## src/rtl/seq_magnitude_comparator.sv

```systemverilog
// Multi-cycle magnitude comparator: one DIGIT-bit slice per cycle, MSB slice first, early exit.
// Define COMPARE_STATS_EN to add saturating per-result counters and the clr_stats input.
module seq_magnitude_comparator #(
    parameter int WIDTH  = 16,
    parameter int DIGIT  = 4,
    parameter int STAT_W = 16
) (
    input  logic             clk,
    input  logic             rst_n,
    input  logic             in_valid,
    output logic             in_ready,
    input  logic [WIDTH-1:0] a,
    input  logic [WIDTH-1:0] b,
    input  logic             is_signed,
    output logic             out_valid,
    input  logic             out_ready,
    output logic             equal,
    output logic             a_greater,
    output logic             b_greater,
`ifdef COMPARE_STATS_EN
    input  logic              clr_stats,
    output logic [STAT_W-1:0] cnt_eq,
    output logic [STAT_W-1:0] cnt_agt,
    output logic [STAT_W-1:0] cnt_bgt,
`endif
    output logic             busy
);

    // state | meaning
    // IDLE  | waiting for an operand handshake
    // CMP   | comparing slice idx, walking from the top slice down
    // DONE  | result held on the outputs until out_ready

    localparam int NDIG  = WIDTH / DIGIT;
    localparam int IDX_W = (NDIG > 1) ? $clog2(NDIG) : 1;
    localparam logic [IDX_W-1:0] TOP_IDX = IDX_W'(NDIG - 1);

    if ((WIDTH % DIGIT) != 0) begin : g_bad_width
        $fatal(1, "seq_magnitude_comparator: WIDTH must be a multiple of DIGIT");
    end

    typedef enum logic [1:0] {
        IDLE = 2'd0,
        CMP  = 2'd1,
        DONE = 2'd2
    } state_t;

    state_t             state;
    logic [WIDTH-1:0]   a_q;
    logic [WIDTH-1:0]   b_q;
    logic               sgn_q;
    logic [IDX_W-1:0]   idx;
    logic [DIGIT-1:0]   sa;
    logic [DIGIT-1:0]   sb;

    assign in_ready = (state == IDLE) & rst_n;
    assign busy     = (state != IDLE);

    // Flipping the sign bit of the top slice turns two's complement into offset binary,
    // so a plain unsigned slice compare orders signed operands correctly.
    always_comb begin
        sa = a_q[int'(idx)*DIGIT +: DIGIT];
        sb = b_q[int'(idx)*DIGIT +: DIGIT];
        if (sgn_q && (idx == TOP_IDX)) begin
            sa[DIGIT-1] = ~sa[DIGIT-1];
            sb[DIGIT-1] = ~sb[DIGIT-1];
        end
    end

    always_ff @(posedge clk or negedge rst_n) begin
        if (!rst_n) begin
            state     <= IDLE;
            a_q       <= '0;
            b_q       <= '0;
            sgn_q     <= 1'b0;
            idx       <= '0;
            out_valid <= 1'b0;
            equal     <= 1'b0;
            a_greater <= 1'b0;
            b_greater <= 1'b0;
        end else begin
            case (state)
                IDLE: begin
                    if (in_valid) begin
                        a_q   <= a;
                        b_q   <= b;
                        sgn_q <= is_signed;
                        idx   <= TOP_IDX;
                        state <= CMP;
                    end
                end
                CMP: begin
                    if (sa > sb) begin
                        a_greater <= 1'b1;
                        out_valid <= 1'b1;
                        state     <= DONE;
                    end else if (sa < sb) begin
                        b_greater <= 1'b1;
                        out_valid <= 1'b1;
                        state     <= DONE;
                    end else if (idx == '0) begin
                        equal     <= 1'b1;
                        out_valid <= 1'b1;
                        state     <= DONE;
                    end else begin
                        idx <= idx - 1'b1;
                    end
                end
                DONE: begin
                    if (out_ready) begin
                        out_valid <= 1'b0;
                        equal     <= 1'b0;
                        a_greater <= 1'b0;
                        b_greater <= 1'b0;
                        state     <= IDLE;
                    end
                end
                default: state <= IDLE;
            endcase
        end
    end

`ifdef COMPARE_STATS_EN
    logic out_hs;
    assign out_hs = out_valid & out_ready;

    always_ff @(posedge clk or negedge rst_n) begin
        if (!rst_n) begin
            cnt_eq  <= '0;
            cnt_agt <= '0;
            cnt_bgt <= '0;
        end else if (clr_stats) begin
            cnt_eq  <= '0;
            cnt_agt <= '0;
            cnt_bgt <= '0;
        end else if (out_hs) begin
            if (equal && (cnt_eq != '1))
                cnt_eq <= cnt_eq + 1'b1;
            if (a_greater && (cnt_agt != '1))
                cnt_agt <= cnt_agt + 1'b1;
            if (b_greater && (cnt_bgt != '1))
                cnt_bgt <= cnt_bgt + 1'b1;
        end
    end
`endif

endmodule

```

## config.mk

```make
export PLATFORM = sky130hd
export DESIGN_NAME = seq_magnitude_comparator
export DESIGN_NICKNAME = d
export VERILOG_FILES = /design/src/rtl/seq_magnitude_comparator.sv
export SDC_FILE = /design/constraint.sdc
export NUM_CORES = 1
export LEC_CHECK = 0
export ABC_AREA = 1
export CAP_MARGIN = 20
export CELL_PAD_IN_SITES_DETAIL_PLACEMENT = 0
export CELL_PAD_IN_SITES_GLOBAL_PLACEMENT = 1
export CORE_ASPECT_RATIO = 1.1
export CORE_MARGIN = 3
export CORE_UTILIZATION = 42
export DETAILED_ROUTE_END_ITERATION = 8
export GPL_TIMING_DRIVEN = 0
export MAX_ROUTING_LAYER = met4
export PLACE_DENSITY_LB_ADDON = 0.1
export SETUP_SLACK_MARGIN = 0.2
export SLEW_MARGIN = 40
export SYNTH_ARGS = -nofsm -noshare
export SYNTH_HDL_FRONTEND = slang
export SYNTH_SLANG_ARGS = --single-unit
```

## constraint.sdc

```tcl
create_clock -name clk -period 5.63 [get_ports clk]
set_input_delay 1.4075 -clock clk [delete_from_list [all_inputs] [get_ports clk]]
set_output_delay 1.4075 -clock clk [all_outputs]
set_load 0.005 [all_outputs]
```

==> results.sh, run 1 <==
export IMPL_status="finished, final reports clean"
export IMPL_fin_ws_ns=1.93
export IMPL_cp_required_ns=4.22
export IMPL_mappedNetlistArea_mm2=0.00210
export IMPL_cts_resized=0
export IMPL_synthArstFlopShare_pct=100
export IMPL_multi_input_area_um2=967
export IMPL_cp_arrival_ns=2.29
export IMPL_cts_tree="yes"
export IMPL_routed_via_count=1607
export IMPL_numCtsBuffers=5
export IMPL_r2r_end="idx[0]$_DFFE_PN0P_"
export IMPL_min_period_ns=3.70
export IMPL_nNetsFinal=304
export IMPL_setup_violations=0
export IMPL_die_area_mm2=0.00589
export IMPL_yosys_area_top_type_share_pct=48.8
export IMPL_final_util_pct=57.5
export IMPL_routabilityCongestion=0.777
export IMPL_core_mm2=0.00475
export IMPL_min_delay_path_class="reg -> reg"
export IMPL_synth_seq_cells=41
export IMPL_synth_top_area_cell="dfrtp_1"
export IMPL_p_per_area_mw_per_mm2=599
export IMPL_r2r_setup_slack_ns=3.36
export IMPL_path_max_fanout=18
export IMPL_final_cells=314
export IMPL_fin_crit_sh_pct=65.7
export IMPL_cp_endpoint="in_ready"
export IMPL_slowest_stage="clkdlybuf4s50_1"
export IMPL_maxSlewHeadroom_pct=78.2
export IMPL_grtUsageTotal_pct=16.9
export IMPL_die_x_um=73.5
export IMPL_synthCells=207
export IMPL_drt_vias_per_instance=5.12
export IMPL_synth_area_per_cell_um2=10.2
export IMPL_synth_commonest_cells="nand2_1, dfrtp_1, mux2_2, nand3_1, inv_1"
export IMPL_start_util_pct=44.3
export IMPL_cts_root_buffer="clkbuf_8"
export IMPL_yosysUniqueCellTypes=21
export IMPL_worstReg2RegStart="idx[0]$_DFFE_PN0P_"
export IMPL_ant_nets=0
export IMPL_rr_worst_depth=15
export IMPL_syn_to_final_growth_pct=29.9
export IMPL_drc=0
export IMPL_maxCapViolations=0
export IMPL_wl_mm=4.43
export IMPL_hold_viol=0
export IMPL_yosysMostFrequentCell="nand2_1"
export IMPL_num_fill_cells=430
export IMPL_seqCellArea_mm2=0.00103
export IMPL_worstSetupEndpointType="output pin"
export IMPL_cp_startpoint="rst_n"
export IMPL_drt_iter0_markers=48
export IMPL_dpl_instance_area_mm2=0.00261
export IMPL_cts_clk_slew_worst_paths_ns=0.07
export IMPL_synth_ff_type="dfrtp_1"
export IMPL_rows=26
export IMPL_grt_pass1_vias=1554
export IMPL_cp_cell_sequence="buf_4, nand2_1, inv_1, clkdlybuf4s50_1"
export IMPL_ys_seq_area_share_pct=48.8
export IMPL_place_hpwl_mm=3.24
export IMPL_irDropWorstVdd_mv=0.233
export IMPL_dp_cells=306
export IMPL_portBuffers=42
export IMPL_grt_pass1_wl_mm=7.39
export IMPL_power_leakage_nw=1.26
export IMPL_setup_tns_ns=0
export IMPL_critPathMaxStageDelay_ns=0.49
export IMPL_fin_area_mm2=0.00273
export IMPL_cts_sinks=41
export IMPL_synth_top_cells_by_area="dfrtp_1, mux2_2, nand2_1"
export IMPL_num_io_pins=43
export IMPL_clock_path_buffers=2
export IMPL_fp_dieH_um=80.2
export IMPL_insertion_delay_ns=0.29
export IMPL_ys_warn_count=0
export IMPL_synth_fp_nets=254
export IMPL_pre_cts_ws_ns=1.91
export IMPL_overflow=0
export IMPL_clock_skew_ns=0.00520
export IMPL_grt_max_degree=26
export IMPL_rsz0062_at_grt="no"
export IMPL_crit_type="in -> out"
export IMPL_synth_edf_count=0
export IMPL_max_freq_ghz=0.271
export IMPL_antenna_found_initial=0
export IMPL_cts_setup_buffers=0
export IMPL_holdBufCountCts=0
export IMPL_wire_per_inst_um=14.1
export IMPL_diodes=0
export IMPL_drive_gt1_share_pct=22.1
export IMPL_firstDrtPassIters=4
export IMPL_slew_viol_final=0
export IMPL_cp_start_kind="primary input"
export IMPL_htree_levels=2
export IMPL_worst_slew_pin_slew_ns=0.326
## cell usage in the layout, fill, tap and decap left out
| cell type | count |
|---|---|
| o22ai_1 | 4 |
| inv_2 | 2 |
| buf_2 | 3 |
| nor2_2 | 2 |
| inv_1 | 12 |
| a21oi_2 | 1 |
| ha_1 | 10 |
| nor2_1 | 9 |
| bufinv_16 | 1 |
| xor2_1 | 1 |
| nand2_2 | 1 |
| buf_4 | 2 |
| buf_6 | 3 |
| clkbuf_8 | 6 |
| o21ai_0 | 7 |
| clkdlybuf4s50_1 | 41 |
| dfrtp_1 | 41 |
| a21oi_1 | 5 |
| a32o_1 | 3 |
| xnor2_1 | 1 |
| clkinvlp_4 | 1 |
| mux2_2 | 33 |
| nand3_1 | 13 |
| buf_12 | 1 |
| o21a_2 | 1 |
| nand2_1 | 54 |
## registers in the layout, summed over array words and instances (netlist names)
| name | count |
|---|---|
| a_q | 16 |
| b_q | 16 |
| idx | 2 |
| state | 2 |
| a_greater | 1 |
| b_greater | 1 |
| equal | 1 |
| out_valid | 1 |
| sgn_q | 1 |
## metrics by stage
step | power [W] | hold slack [ns]
3_5_place_dp | 0.00140 | 0.460
4_1_cts | 0.00166 | 0.479
3_3_place_gp | 0.00139 | 0.454
5_1_grt | 0.00180 | 0.516
2_1_floorplan | 0.00116 | 0.464
6_report | 0.00163 | 0.474
## per-layer routing
layer	up-vias	track usage, %	share of wire [%]
met1	770	20.9	44
met3	6	3.88	4.8
li1	793	-	-
met5	-	-	0
met2	38	27.1	49
met4	0	5.43	1.4
## final cells by class
cell class / count / share of cell area [%]
inverters: 14 / 1.92
repair buffers: 43 / 16.0
well taps: 56 / 2.57
multi-input cells: 145 / 35.4
plain buffers: 7 / 2.06
flip-flops and latches: 41 / 37.6
clock buffers: 6 / 3.02
clock inverters: 2 / 1.37
## critical path, delay by kind of cell
kind          cells  cell delay (ns)
buf+inv           3             0.79
simple gates      1             0.08
## worst min-delay path by stage
stage                     startpoint               endpoint  slack (ns)  cells after the start
5_1_grt            equal$_DFFE_PN0P_      equal$_DFFE_PN0P_        0.52                      2
6_report       out_valid$_DFFE_PN0P_  out_valid$_DFFE_PN0P_        0.47                      2
2_1_floorplan  a_greater$_DFFE_PN0P_  a_greater$_DFFE_PN0P_        0.46                      2
3_5_place_dp   out_valid$_DFFE_PN0P_  out_valid$_DFFE_PN0P_        0.46                      2
4_1_cts        out_valid$_DFFE_PN0P_  out_valid$_DFFE_PN0P_        0.48                      2
3_3_place_gp   out_valid$_DFFE_PN0P_  out_valid$_DFFE_PN0P_        0.45                      2
## power by group
group | switching (W) | internal (W)
Clock | 0.000102 | 0.000144
Combinational | 0.000444 | 0.000413
Sequential | 0.0000823 | 0.000449
Total | 0.000628 | 0.00101
## logic make-up after synthesis
| kind of cell | after synthesis | synth area share, % |
|---|---|---|
| simple gates | 79 | 15.2 |
| flops | 41 | 48.8 |
| mux | 33 | 17.7 |
| compound gates | 21 | 6.31 |
| buf+inv | 21 | 5.18 |
| fa+ha+maj | 10 | 5.95 |
| xor+xnor | 2 | 0.833 |
No activity file was read; power rests on OpenSTA's default activity.
==> inputs of run 2 (changes only) <==
--- a/config.mk
+++ b/config.mk
@@ -11,7 +11,7 @@
 export CELL_PAD_IN_SITES_GLOBAL_PLACEMENT = 1
 export CORE_ASPECT_RATIO = 1.1
 export CORE_MARGIN = 3
-export CORE_UTILIZATION = 42
+export CORE_UTILIZATION = 39
 export DETAILED_ROUTE_END_ITERATION = 8
 export GPL_TIMING_DRIVEN = 0
 export MAX_ROUTING_LAYER = met4
==> constraint.sdc (replaced) <==
create_clock -name clk -period 3.5 [get_ports clk]
set_input_delay 0.875 -clock clk [delete_from_list [all_inputs] [get_ports clk]]
set_output_delay 0.875 -clock clk [all_outputs]
set_load 0.005 [all_outputs]
==> results.sh, run 2 (synthesized netlist as in run 1, its figures left out) <==
export IMPL_wire_per_inst_um=13.3
export IMPL_cp_cell_sequence="buf_4, nand2_1, inv_1, clkdlybuf4s50_1"
export IMPL_firstDrtPassIters=4
export IMPL_syn_to_final_growth_pct=29.0
export IMPL_final_common_cell="nand2_1"
export IMPL_slew_viol_final=0
export IMPL_cp_start_kind="primary input"
export IMPL_largest_registers="a_q x16, b_q x16"
export IMPL_num_io_pins=43
export IMPL_maxSlewHeadroom_pct=64.7
export IMPL_cts_setup_buffers=0
export IMPL_diodes=0
export IMPL_cts_resized=0
export IMPL_layout_common_cells="nand2_1, dfrtp_1, clkdlybuf4s50_1"
export IMPL_rows=27
export IMPL_ant_nets=0
export IMPL_num_fill_cells=484
export IMPL_maxCapViolations=0
export IMPL_grt_pass1_wl_mm=8.00
export IMPL_min_delay_start="out_valid$_DFFE_PN0P_"
export IMPL_cp_arrival_ns=1.98
export IMPL_routed_via_count=1536
export IMPL_hold_viol=0
export IMPL_cp_num_cells=4
export IMPL_rsz0062_at_grt="no"
export IMPL_grt_pass1_vias=1692
export IMPL_cts_root_buffer="clkbuf_8"
export IMPL_finalPower_w=0.00257
export IMPL_min_path_cells=2
export IMPL_insertion_delay_ns=0.29
export IMPL_die_area_mm2=0.00631
export IMPL_antenna_found_initial=0
export IMPL_irDropWorstVdd_mv=0.322
export IMPL_drc=0
export IMPL_power_leakage_nw=1.24
export IMPL_die_x_um=76
export IMPL_fin_crit_sh_pct=81.5
export IMPL_worstSetupEndpointType="output pin"
export IMPL_cp_required_ns=2.62
export IMPL_timing_critical_path_buf_inv=3
export IMPL_rr_worst_depth=14
export IMPL_path_max_fanout=42
export IMPL_cp_top_family="buffers and inverters"
export IMPL_wl_mm=4.38
export IMPL_critPathMaxStageDelay_ns=0.49
export IMPL_p_per_area_mw_per_mm2=948
export IMPL_clock_path_buffers=2
export IMPL_place_hpwl_mm=3.23
export IMPL_setup_violations=0
export IMPL_overflow=0
export IMPL_clock_skew_ns=0.00671
export IMPL_portBuffers=42
export IMPL_fp_dieH_um=83
export IMPL_cts_sinks=41
export IMPL_slowest_stage="clkdlybuf4s50_1"
export IMPL_grt_max_degree=43
export IMPL_routabilityCongestion=0.814
export IMPL_nNetsFinal=303
export IMPL_multi_input_area_um2=967
export IMPL_cp_startpoint="rst_n"
export IMPL_cts_clk_slew_worst_paths_ns=0.08
export IMPL_pre_cts_ws_ns=0.581
export IMPL_holdBufCountCts=0
export IMPL_cts_tree="yes"
export IMPL_worstReg2RegStart="idx[0]$_DFFE_PN0P_"
export IMPL_crit_type="in -> out"
export IMPL_max_freq_ghz=0.350
export IMPL_seqCellArea_mm2=0.00103
export IMPL_drt_vias_per_instance=4.67
export IMPL_numCtsBuffers=5
export IMPL_dpl_instance_area_mm2=0.00261
export IMPL_grtUsageTotal_pct=16.0
export IMPL_min_delay_path_class="reg -> reg"
export IMPL_worst_slew_pin_slew_ns=0.530
export IMPL_fin_ws_ns=0.646
export IMPL_min_period_ns=2.85
export IMPL_drt_iter0_markers=54
export IMPL_htree_levels=2
export IMPL_fin_area_mm2=0.00271
export IMPL_status="finished, final reports clean"
export IMPL_start_util_pct=41.2
export IMPL_core_mm2=0.00510
export IMPL_drive_gt1_share_pct=21.8
run 2: cell type report:
type / count / area share (%)
Buffer: 7 / 2.08
Clock buffer: 7 / 3.55
Clock inverter: 1 / 0.185
Inverter: 14 / 1.94
Multi-Input combinational cell: 145 / 35.7
Sequential cell: 41 / 37.8
Tap cell: 72 / 3.32
Timing Repair Buffer: 42 / 15.4
run 2: through the flow:
stage               utilization [%]  TNS [ns]  hold slack, ns  instances
floorplan                         -         0           0.464        207
global placement               51.2    -0.855           0.459        321
detailed placement             51.2         0           0.464        321
CTS                            53.2         0           0.482        329
global route                   53.2         0           0.514        329
finish                         53.2         0           0.474        329
run 2: final timing paths:
check / endpoint / slack (ns)
min in group asynchronous: a_q[7]$_DFFE_PN0P_ / 0.56
max in group asynchronous: a_q[10]$_DFFE_PN0P_ / 2.57
worst max-delay path: in_ready / 0.65
worst min-delay path: out_valid$_DFFE_PN0P_ / 0.47
worst min register to register: out_valid$_DFFE_PN0P_ / 0.47
worst max register to register: state[1]$_DFFE_PN0P_ / 1.20
run 2: layer usage:
metal	track usage [%]	share of wire (%)
met3	4.34	3.9
met2	24.9	47
met5	-	0
met4	3.95	0.48
met1	20.9	49
run 2: worst register-to-register path, delay by kind of cell, from the launching register on:
kind | cells | cell delay [ns]
adder cells (fa/ha/maj) | 1 | 0.30
AND/OR/NAND/NOR | 9 | 0.74
AO/OA/AOI/OAI | 1 | 0.23
flip-flops | 1 | 0.38
buffers and inverters | 3 | 0.52
run 2: where the power goes:
group	internal (W)	switching (W)	total, W
Sequential	0.000723	0.000141	0.000863
Combinational	0.000662	0.000704	0.00137
Clock	0.000178	0.000164	0.000342
Total	0.00156	0.00101	0.00257
